File: src/rtl/inst_mem_loader_if.sv
// Byte-stream and instruction-memory write bus between a host byte source and inst_mem_loader.
// master = host/bench side, slave = loader side.
interface inst_mem_loader_if #(
    parameter int ADDR_W = 6
);
    logic [7:0]        in_data;
    logic              in_valid;
    logic              in_ready;
    logic              mem_we;
    logic [ADDR_W-1:0] mem_addr;
    logic [31:0]       mem_wdata;

    modport master (
        output in_data, in_valid,
        input  in_ready, mem_we, mem_addr, mem_wdata
    );

    modport slave (
        input  in_data, in_valid,
        output in_ready, mem_we, mem_addr, mem_wdata
    );
endinterface

File: src/rtl/inst_mem_loader.sv
// Assembles a little-endian byte stream into 32-bit words and writes them into the instruction memory,
// holding the CPU in reset while loading. Optional trailing XOR checksum byte: define LOADER_CHECKSUM_EN.
module inst_mem_loader #(
    parameter int ADDR_W     = 6,
    parameter int START_ADDR = 0,
    parameter int MAX_WORDS  = 64
) (
    input  logic                 clk,
    input  logic                 rst,
    inst_mem_loader_if.slave     bus,
    input  logic                 i_start,
    input  logic [6:0]           i_num_words,
    output logic                 o_cpu_hold,
    output logic                 o_busy,
    output logic                 o_done,
    output logic                 o_err,
    output logic [6:0]           o_words_written
);

`ifdef LOADER_CHECKSUM_EN
    typedef enum logic [2:0] {S_IDLE, S_RECV, S_WRITE, S_CSUM, S_DONE} state_t;
`else
    typedef enum logic [2:0] {S_IDLE, S_RECV, S_WRITE, S_DONE} state_t;
`endif

    state_t            r_state;
    logic              r_inReady;
    logic              r_memWe;
    logic [ADDR_W-1:0] r_memAddr;
    logic [31:0]       r_memWdata;
    logic              r_cpuHold;
    logic              r_busy;
    logic              r_done;
    logic [6:0]        r_wordsWritten;
    logic [6:0]        r_target;
    logic [1:0]        r_byteIdx;
`ifdef LOADER_CHECKSUM_EN
    logic [7:0]        r_csum;
    logic              r_err;
`endif

    logic              w_accept;
    logic [6:0]        w_target;
    logic              w_lastWord;

    assign w_accept   = bus.in_valid & r_inReady;
    assign w_lastWord = (r_wordsWritten + 7'd1) == r_target;

    // A zero or oversized request means "fill the whole memory".
    always_comb begin
        w_target = i_num_words;
        if (i_num_words == 7'd0 || i_num_words > 7'(MAX_WORDS)) begin
            w_target = 7'(MAX_WORDS);
        end
    end

    always_ff @(posedge clk or negedge rst) begin
        if (!rst) begin
            r_state        <= S_IDLE;
            r_inReady      <= 1'b0;
            r_memWe        <= 1'b0;
            r_memAddr      <= ADDR_W'(START_ADDR);
            r_memWdata     <= 32'd0;
            r_cpuHold      <= 1'b0;
            r_busy         <= 1'b0;
            r_done         <= 1'b0;
            r_wordsWritten <= 7'd0;
            r_target       <= 7'd0;
            r_byteIdx      <= 2'd0;
`ifdef LOADER_CHECKSUM_EN
            r_csum         <= 8'd0;
            r_err          <= 1'b0;
`endif
        end else begin
            r_memWe <= 1'b0;
            r_done  <= 1'b0;
            case (r_state)
                S_IDLE: begin
                    if (i_start) begin
                        r_target       <= w_target;
                        r_wordsWritten <= 7'd0;
                        r_byteIdx      <= 2'd0;
                        r_memAddr      <= ADDR_W'(START_ADDR);
                        r_cpuHold      <= 1'b1;
                        r_busy         <= 1'b1;
                        r_inReady      <= 1'b1;
                        r_state        <= S_RECV;
`ifdef LOADER_CHECKSUM_EN
                        r_csum         <= 8'd0;
                        r_err          <= 1'b0;
`endif
                    end
                end
                S_RECV: begin
                    if (w_accept) begin
                        r_memWdata[{r_byteIdx, 3'b000} +: 8] <= bus.in_data;
                        r_byteIdx <= r_byteIdx + 2'd1;
`ifdef LOADER_CHECKSUM_EN
                        r_csum    <= r_csum ^ bus.in_data;
`endif
                        if (r_byteIdx == 2'd3) begin
                            r_inReady <= 1'b0;
                            r_memWe   <= 1'b1;
                            r_state   <= S_WRITE;
                        end
                    end
                end
                // Address wraps naturally at the memory size.
                S_WRITE: begin
                    r_memAddr      <= r_memAddr + 1'b1;
                    r_wordsWritten <= r_wordsWritten + 7'd1;
                    r_byteIdx      <= 2'd0;
                    if (w_lastWord) begin
`ifdef LOADER_CHECKSUM_EN
                        r_inReady <= 1'b1;
                        r_state   <= S_CSUM;
`else
                        r_done    <= 1'b1;
                        r_state   <= S_DONE;
`endif
                    end else begin
                        r_inReady <= 1'b1;
                        r_state   <= S_RECV;
                    end
                end
`ifdef LOADER_CHECKSUM_EN
                S_CSUM: begin
                    if (w_accept) begin
                        if (bus.in_data != r_csum) begin
                            r_err <= 1'b1;
                        end
                        r_inReady <= 1'b0;
                        r_done    <= 1'b1;
                        r_state   <= S_DONE;
                    end
                end
`endif
                S_DONE: begin
                    r_cpuHold <= 1'b0;
                    r_busy    <= 1'b0;
                    r_state   <= S_IDLE;
                end
                default: begin
                    r_inReady <= 1'b0;
                    r_state   <= S_IDLE;
                end
            endcase
        end
    end

    assign bus.in_ready     = r_inReady;
    assign bus.mem_we       = r_memWe;
    assign bus.mem_addr     = r_memAddr;
    assign bus.mem_wdata    = r_memWdata;
    assign o_cpu_hold       = r_cpuHold;
    assign o_busy           = r_busy;
    assign o_done           = r_done;
    assign o_words_written  = r_wordsWritten;
`ifdef LOADER_CHECKSUM_EN
    assign o_err            = r_err;
`else
    assign o_err            = 1'b0;
`endif

endmodule

File: src/flat_wrapper.sv
// flat-port wrapper written by rule: the top's interface ports become plain ports
module inst_mem_loader_flat 
#(
    parameter int ADDR_W     = 6,
    parameter int START_ADDR = 0,
    parameter int MAX_WORDS  = 64
)
  (clk, rst, i_start, i_num_words, o_cpu_hold, o_busy, o_done, o_err, o_words_written, bus_in_data, bus_in_valid, bus_in_ready, bus_mem_we, bus_mem_addr, bus_mem_wdata);
  inst_mem_loader_if #(.ADDR_W(ADDR_W)) bus_i ();
  input  logic clk;
  input  logic rst;
  input  logic i_start;
  input  logic [6:0] i_num_words;
  output logic o_cpu_hold;
  output logic o_busy;
  output logic o_done;
  output logic o_err;
  output logic [6:0] o_words_written;
  input wire logic [$bits(bus_i.in_data)-1:0] bus_in_data;
  input wire logic [$bits(bus_i.in_valid)-1:0] bus_in_valid;
  output wire logic [$bits(bus_i.in_ready)-1:0] bus_in_ready;
  output wire logic [$bits(bus_i.mem_we)-1:0] bus_mem_we;
  output wire logic [$bits(bus_i.mem_addr)-1:0] bus_mem_addr;
  output wire logic [$bits(bus_i.mem_wdata)-1:0] bus_mem_wdata;
  assign bus_i.in_data = bus_in_data;
  assign bus_i.in_valid = bus_in_valid;
  assign bus_in_ready = bus_i.in_ready;
  assign bus_mem_we = bus_i.mem_we;
  assign bus_mem_addr = bus_i.mem_addr;
  assign bus_mem_wdata = bus_i.mem_wdata;
  inst_mem_loader #(.ADDR_W(ADDR_W), .START_ADDR(START_ADDR), .MAX_WORDS(MAX_WORDS)) u_core (.clk(clk), .rst(rst), .bus(bus_i), .i_start(i_start), .i_num_words(i_num_words), .o_cpu_hold(o_cpu_hold), .o_busy(o_busy), .o_done(o_done), .o_err(o_err), .o_words_written(o_words_written));
endmodule
File: config.mk
export PLATFORM = sky130hd
export DESIGN_NAME = inst_mem_loader_flat
export DESIGN_NICKNAME = d
export VERILOG_FILES = /design/src/rtl/inst_mem_loader_if.sv /design/src/rtl/inst_mem_loader.sv /design/src/flat_wrapper.sv
export SDC_FILE = /design/constraint.sdc
export NUM_CORES = 1
export LEC_CHECK = 0
export ABC_CLOCK_PERIOD_IN_PS = 2150
export BUFFER_PORTS_ARGS = -buffer_cell sky130_fd_sc_hd__buf_4
export CAP_MARGIN = 40
export CORE_ASPECT_RATIO = 1.25
export CORE_MARGIN = 5
export CORE_UTILIZATION = 43
export DETAILED_ROUTE_END_ITERATION = 10
export GPL_ROUTABILITY_DRIVEN = 0
export PLACE_DENSITY = 0.67
export SYNTH_ARGS = -nofsm -noshare
export SYNTH_HDL_FRONTEND = slang
export SYNTH_SLANG_ARGS = --single-unit
File: constraint.sdc
create_clock -name clk -period 2.15 [get_ports clk]
set_input_delay 0.215 -clock clk [delete_from_list [all_inputs] [get_ports clk]]
set_output_delay 0.215 -clock clk [all_outputs]
set_load 0.005 [all_outputs]
==> impl_metrics.tcl <==
set metrics [dict create \
    syn_area_per_cell_um2 9.25 \
    tightest_slew_ns 0.764 \
    power_density_mw_per_mm2 1250 \
    drtIter0Drc 111 \
    worstPathArrival_ns 1.98 \
    via_per_inst 4.85 \
    drt-total-wl_mm 6.42 \
    ys.flop_type "dfrtp_1" \
    antenna_found_initial 0 \
    async_flop_share_pct 100 \
    ctsResizeCount 0 \
    die_w_um 81.4 \
    layout.area.seq_mm2 0.00150 \
    swShare_pct 32.3 \
    firstDrtPassIters 4 \
    start_util_pct 44.1 \
    worst_r2r_endpoint "u_core.bus.in_ready" \
    hold_path_startpoint "i_num_words[4]" \
    reg2reg_slack_ns 0.39 \
    clock_latency_ns 0.34 \
    rsz0062_at_grt "no" \
    final_hold_viol_count 0 \
    p_int_mw 3.03 \
    htreeDepth 3 \
    overflow 0 \
    synthTopCellsByCount "nand2_1 (96), dfrtp_1 (60), o21ai_0 (49)" \
    ys_seq_area_share_pct 54.8 \
    end_kind "flip-flop" \
    period_share_pct 81.9 \
    io_pins 70 \
    p_comb_share_pct 33.2 \
    switchingPower_mw 1.45 \
    clkTransAtPathRegs_ns 0.06 \
    start_kind "flip-flop" \
    post_drt_wl_per_cell_um 13.9 \
    multi_input_area_mm2 0.00116 \
    root_buffer "clkbuf_8" \
    clkPwrFrac_pct 27.0 \
    grt_max_degree 61 \
    ys_ff_latch 60 \
    min_period_ns 1.76 \
    numPortBuffers 68 \
    grt_pass1_wl_mm 10.7 \
    slew_viol_final 0 \
    fp.coreArea_mm2 0.00621 \
    cts_num_sinks 60 \
    vdd.ir_drop.worst_v 0.000581 \
    synth-edff-count 0 \
    die_height_um 99.2 \
    drive_gt1_share_pct 24.9 \
    yosysWarnings 0 \
    setup_tns_ns 0 \
    power_frac_seq_pct 39.7 \
    skew_ns 0.00731 \
    cap_violations 0 \
    critPathMaxFanout 6 \
    grt_pass1_vias 2226 \
    antenna_cells 0 \
    hold_end "u_core.r_target[4]" \
    dpl.hpwl_mm 4.57 \
    netlist_area_mm2 0.00274 \
    synth_area_leaders "dfrtp_1 (55%), nand2_1 (13%), o21ai_0 (9.0%), ha_1 (3.7%), xnor2_1 (2.9%)" \
    antenna_left 0 \
    slew_headroom_pct 49.1 \
    die-area_mm2 0.00807 \
    power_leakage_nw 1.76 \
    cts_buffers 9 \
    grt.total_usage_pct 17.4 \
    required_ns 2.37 \
    holdPathStages 3 \
    syn-num-nets 323 \
    yosysMostFrequentCell "nand2_1" \
    r2r_start "u_core.o_words_written[0]" \
    vias 2241 \
    reg2regPathDepth 6 \
    n_fill_cell 575 \
    postCtsSetupBuffers 0 \
    nets 399 \
    drcViolationCount 0 \
    setup.worst_path.class "flip-flop to flip-flop" \
    status "complete, no violations" \
    tritoncts "yes" \
    fmax_ghz 0.568 \
    clockBufferDepth 2 \
    total_power_mw 4.48 \
    synth.distinct_cells 34 \
    area_growth_pct 31.2 \
    hp-class "input pin to flip-flop" \
    yosysTopAreaCell "dfrtp_1" \
    synthCells 296 \
    ctsHoldBuffers 1 \
    netlist.area_leader.share_pct 54.8 \
    setup_viol 0 \
    rows 32 \
]
routing by layer:
| metal | global-route usage [%] | wire (um) | vias to the layer above |
|---|---|---|---|
| li1 | - | - | 1128 |
| met4 | 8.19 | 140 | 0 |
| met1 | 20.5 | 2770 | 1039 |
| met2 | 29.7 | 3100 | 62 |
| met5 | 0 | 0 | - |
| met3 | 3.89 | 402 | 12 |
power by group through the flow:
stage	combinational (mW)	sequential (mW)	clock, mW
6_report	1.49	1.78	1.21
4_1_cts	1.52	1.79	1.23
5_1_grt	1.72	1.84	1.29
3_3_place_gp	1.47	1.79	0
2_1_floorplan	0.746	1.79	0
3_5_place_dp	1.51	1.81	0
critical path, stage by stage (launching register included):
cell,delay (ns)
dfrtp_1,0.44
ha_1,0.23
and3_2,0.22
nand3_1,0.14
xnor2_1,0.18
nor4_2,0.32
o21ai_1,0.11
sequential cells by signal (all words and copies together) (netlist names):
name / flops
u_core.bus.mem_wdata: 32
u_core.o_done: 1
u_core.o_cpu_hold: 1
u_core.bus.in_ready: 1
u_core.o_words_written: 7
u_core.r_byteIdx: 2
u_core.bus.mem_addr: 6
u_core.r_target: 7
u_core.r_state: 2
u_core.bus.mem_we: 1
layout by cell type (no fill, tap or decap), drive strengths merged:
cell,n
a211oi,1
xor2,4
clkinv,2
o22ai,1
o32a,1
nand3,7
inv,6
a21oi,3
conb,1
dfrtp,60
nand4,3
nor4,2
o21ai,50
nor2,8
and4,1
nand2,96
nand2b,8
o2bb2ai,1
and2b,1
buf,75
nor3,1
bufinv,3
and2,2
dlygate4sd3,1
and3,4
nor3b,3
mux2i,2
clkbuf,11
ha,8
xnor2,9
nand3b,1
o31ai,1
how the worst max path moves through the flow:
stage / startpoint / end / slack (ns)
final: u_core.o_words_written[0] / u_core.bus.in_ready / 0.39
after global routing: u_core.r_byteIdx[0] / u_core.bus.mem_wdata[5] / 0.19
after CTS: u_core.o_words_written[0] / u_core.bus.in_ready / 0.39
after detailed placement: u_core.o_words_written[0] / u_core.bus.in_ready / 0.40
after global placement: u_core.o_words_written[0] / u_core.bus.in_ready / 0.46
after floorplan: u_core.r_byteIdx[0] / u_core.bus.mem_wdata[6] / 0.42
area by class of cell:
class	count	share of cell area, %
clock buffer	11	3.66
clock inverter	5	2.79
inverter	6	0.627
tap	85	2.96
timing repair buffer	76	16.0
multi-input combinational	219	32.2
sequential	60	41.8
per-stage QoR:
step                      utilization [%]  cell area [um^2]  hold slack, ns  worst slack (ns)  cells
final                                57.9              3590           0.140             0.389    462
after detailed placement             54.0              3350           0.338             0.399    445
after global routing                 57.9              3590           0.142             0.186    462
after floorplan                         -              2740         -0.0806             0.420    296
after global placement               54.0              3350           0.332             0.462    445
after CTS                            57.9              3590           0.135             0.394    462
cell families after synthesis:
logic type,Yosys count,share of synthesized area [%]
flip-flops,60,54.8
buffers and inverters,17,2.88
adder cells (fa/ha/maj),8,3.66
XOR/XNOR,13,4.16
multiplexers,2,0.731
AO/OA/AOI/OAI,58,11.2
other,1,0.137
AND/OR/NAND/NOR,137,22.4
No activity file was read; power rests on OpenSTA's default activity.
